===== config.mk =====
export PLATFORM = sky130hd
export DESIGN_NAME = lcd_pixel_streamer
export DESIGN_NICKNAME = d
export VERILOG_FILES = /design/src/rtl/lcd_pixel_streamer.sv
export SDC_FILE = /design/constraint.sdc
export NUM_CORES = 1
export LEC_CHECK = 0
export BUFFER_PORTS_ARGS = -buffer_cell sky130_fd_sc_hd__buf_2
export CORE_UTILIZATION = 50
export CTS_BUF_LIST = sky130_fd_sc_hd__clkbuf_16
export DETAILED_ROUTE_END_ITERATION = 8
export PLACE_DENSITY = 0.69
export SLEW_MARGIN = 20
export SYNTH_ARGS = -nofsm -noshare
export SYNTH_HDL_FRONTEND = slang
export SYNTH_SLANG_ARGS = --single-unit

===== constraint.sdc =====
create_clock -name clk -period 2.71 [get_ports clk]
set_input_delay 0.6775 -clock clk [delete_from_list [all_inputs] [get_ports clk]]
set_output_delay 0.6775 -clock clk [all_outputs]
set_load 0.02 [all_outputs]

===== src/rtl/lcd_pixel_streamer.sv =====
// Frame scanner feeding coordinates into a fixed-latency paint chain and collecting
// the returned colours into a credit-protected FWFT FIFO towards the LCD writer.
module lcd_pixel_streamer #(
   parameter int SCREEN_W   = 480,
   parameter int SCREEN_H   = 800,
   parameter int PIPE_LAT   = 5,
   parameter int FIFO_DEPTH = 8
) (
   input  logic               clk,
   input  logic               rstn,
   input  logic               frame_start,
   output logic               busy,
   output logic               frame_done,
   output logic signed [15:0] paint_x,
   output logic signed [15:0] paint_y,
   input  logic [15:0]        paint_color,
   output logic [15:0]        pix_data,
   output logic               pix_valid,
   input  logic               pix_ready,
   output logic               pix_last,
   output logic [1:0]         dbg_state
);
   localparam int PW = $clog2(FIFO_DEPTH);
   localparam int CW = PW + 1;
   localparam logic [15:0] X_MAX   = 16'(SCREEN_W - 1);
   localparam logic [15:0] Y_MAX   = 16'(SCREEN_H - 1);
   localparam logic [CW:0] DEPTH_L = (CW + 1)'(FIFO_DEPTH);

   typedef enum logic [1:0] {IDLE = 2'd0, SCAN = 2'd1, DRAIN = 2'd2} state_t;

   state_t              state_q, state_d;
   logic [15:0]         x_q, x_d, y_q, y_d;
   logic [PIPE_LAT-1:0] issue_sr_q, issue_sr_d, last_sr_q, last_sr_d;
   logic [CW-1:0]       inflight_q, inflight_d, count_q, count_d;
   logic [PW-1:0]       wr_ptr_q, wr_ptr_d, rd_ptr_q, rd_ptr_d;
   logic                done_q, done_d;
   logic [16:0]         mem_q [FIFO_DEPTH];
   logic                issue, last_issue, push, pop;
   logic [CW:0]         occupancy;
   logic [16:0]         head;

   // Pixel stream: pix_data/pix_last are the FIFO head whenever pix_valid is high and
   // stay put until a cycle with pix_valid & pix_ready, which is the one transfer.
   assign head       = mem_q[rd_ptr_q];
   assign pix_valid  = (count_q != '0);
   assign pix_data   = pix_valid ? head[15:0] : '0;
   assign pix_last   = pix_valid & head[16];
   assign pop        = pix_valid & pix_ready;
   assign push       = issue_sr_q[PIPE_LAT-1];
   assign occupancy  = {1'b0, count_q} + {1'b0, inflight_q};
   assign busy       = (state_q != IDLE);
   assign frame_done = done_q;
   assign paint_x    = $signed(x_q);
   assign paint_y    = $signed(y_q);
   assign dbg_state  = state_q;

   always_comb begin
      state_d    = state_q;
      x_d        = x_q;
      y_d        = y_q;
      issue      = 1'b0;
      last_issue = 1'b0;
      done_d     = 1'b0;
      case (state_q)
         IDLE: begin
            x_d = '0;
            y_d = '0;
            if (frame_start) state_d = SCAN;
         end
         SCAN: begin
            // Issue only while every outstanding colour is guaranteed a FIFO slot.
            if (occupancy < DEPTH_L) begin
               issue = 1'b1;
               if (x_q == X_MAX) begin
                  if (y_q == Y_MAX) begin
                     last_issue = 1'b1;
                     state_d    = DRAIN;
                  end else begin
                     x_d = '0;
                     y_d = y_q + 16'd1;
                  end
               end else begin
                  x_d = x_q + 16'd1;
               end
            end
         end
         DRAIN: begin
            if (pop && pix_last && (inflight_q == '0) && (count_q == CW'(1))) begin
               state_d = IDLE;
               done_d  = 1'b1;
               x_d     = '0;
               y_d     = '0;
            end
         end
         default: state_d = IDLE;
      endcase
   end

   always_comb begin
      issue_sr_d    = issue_sr_q << 1;
      issue_sr_d[0] = issue;
      last_sr_d     = last_sr_q << 1;
      last_sr_d[0]  = last_issue;
      inflight_d    = inflight_q + CW'(issue) - CW'(push);
      count_d       = count_q + CW'(push) - CW'(pop);
      wr_ptr_d      = wr_ptr_q + PW'(push);
      rd_ptr_d      = rd_ptr_q + PW'(pop);
   end

   always_ff @(posedge clk or negedge rstn) begin
      if (!rstn) begin
         state_q    <= IDLE;
         x_q        <= '0;
         y_q        <= '0;
         issue_sr_q <= '0;
         last_sr_q  <= '0;
         inflight_q <= '0;
         count_q    <= '0;
         wr_ptr_q   <= '0;
         rd_ptr_q   <= '0;
         done_q     <= 1'b0;
      end else begin
         state_q    <= state_d;
         x_q        <= x_d;
         y_q        <= y_d;
         issue_sr_q <= issue_sr_d;
         last_sr_q  <= last_sr_d;
         inflight_q <= inflight_d;
         count_q    <= count_d;
         wr_ptr_q   <= wr_ptr_d;
         rd_ptr_q   <= rd_ptr_d;
         done_q     <= done_d;
      end
   end

   // Storage needs no reset: outputs are gated by pix_valid, which derives from count_q.
   always_ff @(posedge clk) begin
      if (push) mem_q[wr_ptr_q] <= {last_sr_q[PIPE_LAT-1], paint_color};
   end

endmodule


==> flow_summary.yaml <==
status:
  outcome: "finished with violations"
  violations: "negative setup slack"
routing:
  vias_per_cell: 5.69
  first_iter_violations: 262
  drt-pass1-iter-count: 5
  avgRoutedWirePerCell_um: 19.3
  final_antenna_net_count: 0
  route.detailed.drc: 0
  total_via_count_in_the_routed_design: 4903
  postRouteWirelength_um: 16700
critical_path:
  critPathBufInv: 2
  required_time_of_the_critical_path_ps: 2030
  critical_path_depth_in_cells: 5
  worstSetupEndpoint: "pix_data[8]"
  r2r-start: "inflight_q[1]$_DFF_PN0_"
  reg2regPathDepth: 9
  setup.worst_path.class: "reg2out"
  crit_start: "rd_ptr_q[0]$_DFF_PN0_"
  crit_chain: "buf_12 > mux4_2 > mux2i_2 > nor2_1 > buf_2"
  reg2reg_to: "inflight_q[2]$_DFF_PN0_"
  worstSetupStartpointType: "flip-flop"
  cpPeakStageDelay_ps: 540
  cp_top_family: "multiplexers"
  timing.critical_path.to_type: "output pin"
  data_arrival_time_of_the_worst_path_ps: 2050
  crit_slowest_cell: "sky130_fd_sc_hd__mux4_2"
  cp_max_fo: 17
  ff2ff_setup_slack_ps: 140
die:
  die_height_um: 130
  die_width_um: 130
  top_level_ports: 74
  start_util: 0.514
  core_area_um2: 16000
  die-area_um2: 17000
  std_cell_rows: 46
placement:
  port_buffers: 73
  hpwl_um: 10600
  dpl.cell_count: 822
  gp_routability_congestion: 0.856
clocking:
  clk_path_buf_depth: 2
  cts_made_buffers: 17
  cts_sinks: 195
  clock_insertion_delay_worst_skew_ps: 440
  htree_num_levels: 4
  tritoncts_clock_tree: "built"
  clkSlewWorstSetupHoldPaths_ps: 80
  library_cell_used_as_clock_root_buffer: "sky130_fd_sc_hd__clkbuf_16"
layout:
  drive_above_1_share: 0.288
  finalNetCount: 673
  area_growth_syn_to_layout_pct: 18.5
  fin_cells: 862
grt:
  grtUsageTotal: 0.215
  grt-ovfl-total: 0
  global_route_wire_length_before_repair_um: 26400
  antenna_found_initial: 1
  grt_pass1_vias: 4858
  grt_start_max_net_pins: 33
yosys:
  synth.lib_cells_used.distinct: 53
  async_reset_ff_frac: 0.303
  synthesis.area_um2: 8230
  syn-num-nets: 572
  synth.avg_cell_area_um2: 15.5
  synth_ff_type: "sky130_fd_sc_hd__edfxtp_1"
  yosys_warnings: 0
  synth_cells: 531
  post-synth-top-area-fraction: 0.496
  synth-seq-cells: 195
  yosys-top-cells-area: "sky130_fd_sc_hd__edfxtp_1 (50%), sky130_fd_sc_hd__dfrtp_1 (18%), sky130_fd_sc_hd__mux4_2 (8.8%)"
  synth-seq-area-share: 0.675
  count_of_flip_flops_with_a_built_in_enable_after_synthesis: 136
  yosys.area.top_type: "sky130_fd_sc_hd__edfxtp_1"
timing:
  timing_worst_slew_pin_value_ps: 800
  timing_max_transition_violations_final: 0
  timing.final.ws_setup_ps: -14.3
  rsz_0062_raised_after_global_routing: "yes"
  fmax_mhz: 367
  finClkSkew_ps: 11.9
  final_number_of_hold_violating_endpoints: 0
  final.period_utilization: 1.01
  timing.slew.headroom: 0.465
  hold_slack_ps: 206
  setup-tns-final_ps: -27.0
  report.final.setup_viol: 2
  minimum_clock_period_after_layout_ps: 2720
hold_path:
  worst_min_path_class: "in2async"
run:
  drv_cap: 0
pwr:
  pwr_density_cell_nw_per_um2: 1020
  cellLeakagePower_uw: 0.00378
  vdd.ir_drop.worst_v: 0.000680
==> cell usage in the layout, fill, tap and decap left out, types with 3 or more instances in the layout <==
cell	instances
sky130_fd_sc_hd__edfxtp_1	136
sky130_fd_sc_hd__buf_2	63
sky130_fd_sc_hd__dfrtp_1	58
sky130_fd_sc_hd__nor2_1	39
sky130_fd_sc_hd__o21ai_0	35
sky130_fd_sc_hd__buf_4	35
sky130_fd_sc_hd__mux4_2	32
sky130_fd_sc_hd__nand2_1	24
sky130_fd_sc_hd__ha_1	19
sky130_fd_sc_hd__mux2i_1	17
sky130_fd_sc_hd__clkbuf_16	17
sky130_fd_sc_hd__inv_1	14
sky130_fd_sc_hd__o31ai_1	14
sky130_fd_sc_hd__nand3_1	13
sky130_fd_sc_hd__and3_1	10
sky130_fd_sc_hd__a21oi_1	9
sky130_fd_sc_hd__a31oi_1	8
sky130_fd_sc_hd__and2_1	7
sky130_fd_sc_hd__nand2b_1	7
sky130_fd_sc_hd__xor2_1	5
sky130_fd_sc_hd__nor4_1	5
sky130_fd_sc_hd__nand4_1	5
sky130_fd_sc_hd__inv_8	5
sky130_fd_sc_hd__o41ai_1	4
sky130_fd_sc_hd__buf_12	4
sky130_fd_sc_hd__nor2b_1	3
sky130_fd_sc_hd__inv_2	3
sky130_fd_sc_hd__nor4bb_1	3
sky130_fd_sc_hd__nand3b_1	3
sky130_fd_sc_hd__clkinvlp_4	3
sky130_fd_sc_hd__clkinv_8	3
==> Yosys cell counts, types with 2 or more instances <==
master                     number
sky130_fd_sc_hd__a21o_1         2
sky130_fd_sc_hd__buf_4          2
sky130_fd_sc_hd__a21oi_1        9
sky130_fd_sc_hd__fa_1           2
sky130_fd_sc_hd__buf_2          7
sky130_fd_sc_hd__nor4_1         5
sky130_fd_sc_hd__mux4_2        32
sky130_fd_sc_hd__edfxtp_1     136
sky130_fd_sc_hd__buf_6          2
sky130_fd_sc_hd__o41ai_1        4
sky130_fd_sc_hd__a31oi_1        8
sky130_fd_sc_hd__ha_1          19
sky130_fd_sc_hd__o21ai_0       35
sky130_fd_sc_hd__o31ai_1       15
sky130_fd_sc_hd__inv_2          2
sky130_fd_sc_hd__dfrtp_1       59
sky130_fd_sc_hd__o21ai_1        2
sky130_fd_sc_hd__nor2_1        40
sky130_fd_sc_hd__inv_1         15
sky130_fd_sc_hd__nand2b_1       7
sky130_fd_sc_hd__and3_1        10
sky130_fd_sc_hd__and2_1         7
sky130_fd_sc_hd__nand2_1       24
sky130_fd_sc_hd__and4_1         2
sky130_fd_sc_hd__nor3_1         4
sky130_fd_sc_hd__clkbuf_1      10
sky130_fd_sc_hd__nor2b_1        3
sky130_fd_sc_hd__nand3b_1       3
sky130_fd_sc_hd__nand3_1       13
sky130_fd_sc_hd__nor4bb_1       3
sky130_fd_sc_hd__xor2_1         5
sky130_fd_sc_hd__nand4_1        5
sky130_fd_sc_hd__mux2i_1       19
==> cell families (layout without fill, tap and decap cells) <==
| logic type | count (synthesis) | after routing | synth area share |
|---|---|---|---|
| AOI/OAI and AO/OA | 84 | 84 | 0.0670 |
| xor gates and xnor gates | 6 | 6 | 0.00638 |
| adders and majority gates | 21 | 21 | 0.0337 |
| buffers and inverters | 40 | 154 | 0.0222 |
| DFF | 195 | 195 | 0.675 |
| muxes | 52 | 52 | 0.112 |
| other | 0 | 1 | 0 |
| and+or+nand+nor | 133 | 133 | 0.0831 |
==> power breakdown <==
| part | internal (uW) | total, uW | switching [uW] | leakage, uW |
|---|---|---|---|---|
| Clock | 1330 | 2530 | 1210 | 0.000288 |
| Combinational | 1650 | 3620 | 1980 | 0.00149 |
| Sequential | 3590 | 3830 | 239 | 0.00200 |
| Total | 6560 | 9980 | 3420 | 0.00378 |
==> stage by stage <==
| stage | setup slack (ps) | power, uW | utilization | area, um^2 |
|---|---|---|---|---|
| 2_1_floorplan | 128 | 6160 | - | 8230 |
| 3_3_place_gp | 131 | 7060 | 0.561 | 8980 |
| 3_5_place_dp | 41.8 | 7210 | 0.561 | 8980 |
| 4_1_cts | -58.2 | 9960 | 0.607 | 9710 |
| 5_1_grt | -95.9 | 10500 | 0.609 | 9750 |
| 6_report | -14.3 | 9980 | 0.609 | 9750 |
==> worst reg2reg max path, cell delays in order (launching register included) <==
cell and delay [ps]:
sky130_fd_sc_hd__dfrtp_1 420, sky130_fd_sc_hd__ha_1 300, sky130_fd_sc_hd__a31o_1 240, sky130_fd_sc_hd__a2111oi_4 340, sky130_fd_sc_hd__nand2_1 130, sky130_fd_sc_hd__ha_1 290
sky130_fd_sc_hd__inv_1 40, sky130_fd_sc_hd__ha_1 210, sky130_fd_sc_hd__fa_2 350, sky130_fd_sc_hd__xor2_1 140
==> sequential cells by signal, summed over array words and instances, names as in the netlist <==
signal and count:
last_sr_q 5, paint_x 16, rd_ptr_q 3, mem_q 136, issue_sr_q 5, dbg_state 2
count_q 4, wr_ptr_q 3, inflight_q 4, frame_done 1, paint_y 16
==> timing repair <==
action,CTS,global route
gates cloned,2,0
gates resized for setup,6,14
hold endpoints to repair,0,0
hold buffers,0,0
setup endpoints to repair,16,19
setup buffers,5,0
pin swaps,0,6
==> cell type report <==
type | instances | area [um^2]
Clock buffer | 17 | 425
Inverter | 18 | 68.8
Fill cell | 1199 | 6250
Timing Repair Buffer | 104 | 713
Sequential cell | 195 | 5560
Tap cell | 216 | 270
Multi-Input combinational cell | 296 | 2520
Clock inverter | 15 | 184
Antenna cell | 1 | 2.50
==> worst min-delay path by stage <==
stage                                  startpoint  depth (start not counted)  slack, ps                 endpoint
after floorplan           issue_sr_q[0]$_DFF_PN0_                          0        330  issue_sr_q[1]$_DFF_PN0_
after global placement     last_sr_q[0]$_DFF_PN0_                          0        330   last_sr_q[1]$_DFF_PN0_
after detailed placement  issue_sr_q[3]$_DFF_PN0_                          0        330  issue_sr_q[4]$_DFF_PN0_
after CTS                                    rstn                          1        220    wr_ptr_q[2]$_DFF_PN0_
after global routing                         rstn                          1        230    wr_ptr_q[0]$_DFF_PN0_
final                                        rstn                          1        210    wr_ptr_q[0]$_DFF_PN0_
==> layer usage <==
| metal | wire length (um) | GRT usage |
|---|---|---|
| met1 | 7230 | 0.276 |
| met2 | 8530 | 0.360 |
| met3 | 703 | 0.0508 |
| met4 | 208 | 0.0725 |
| met5 | 0 | 0 |
Note: power is estimated with default switching activity, not from simulation.
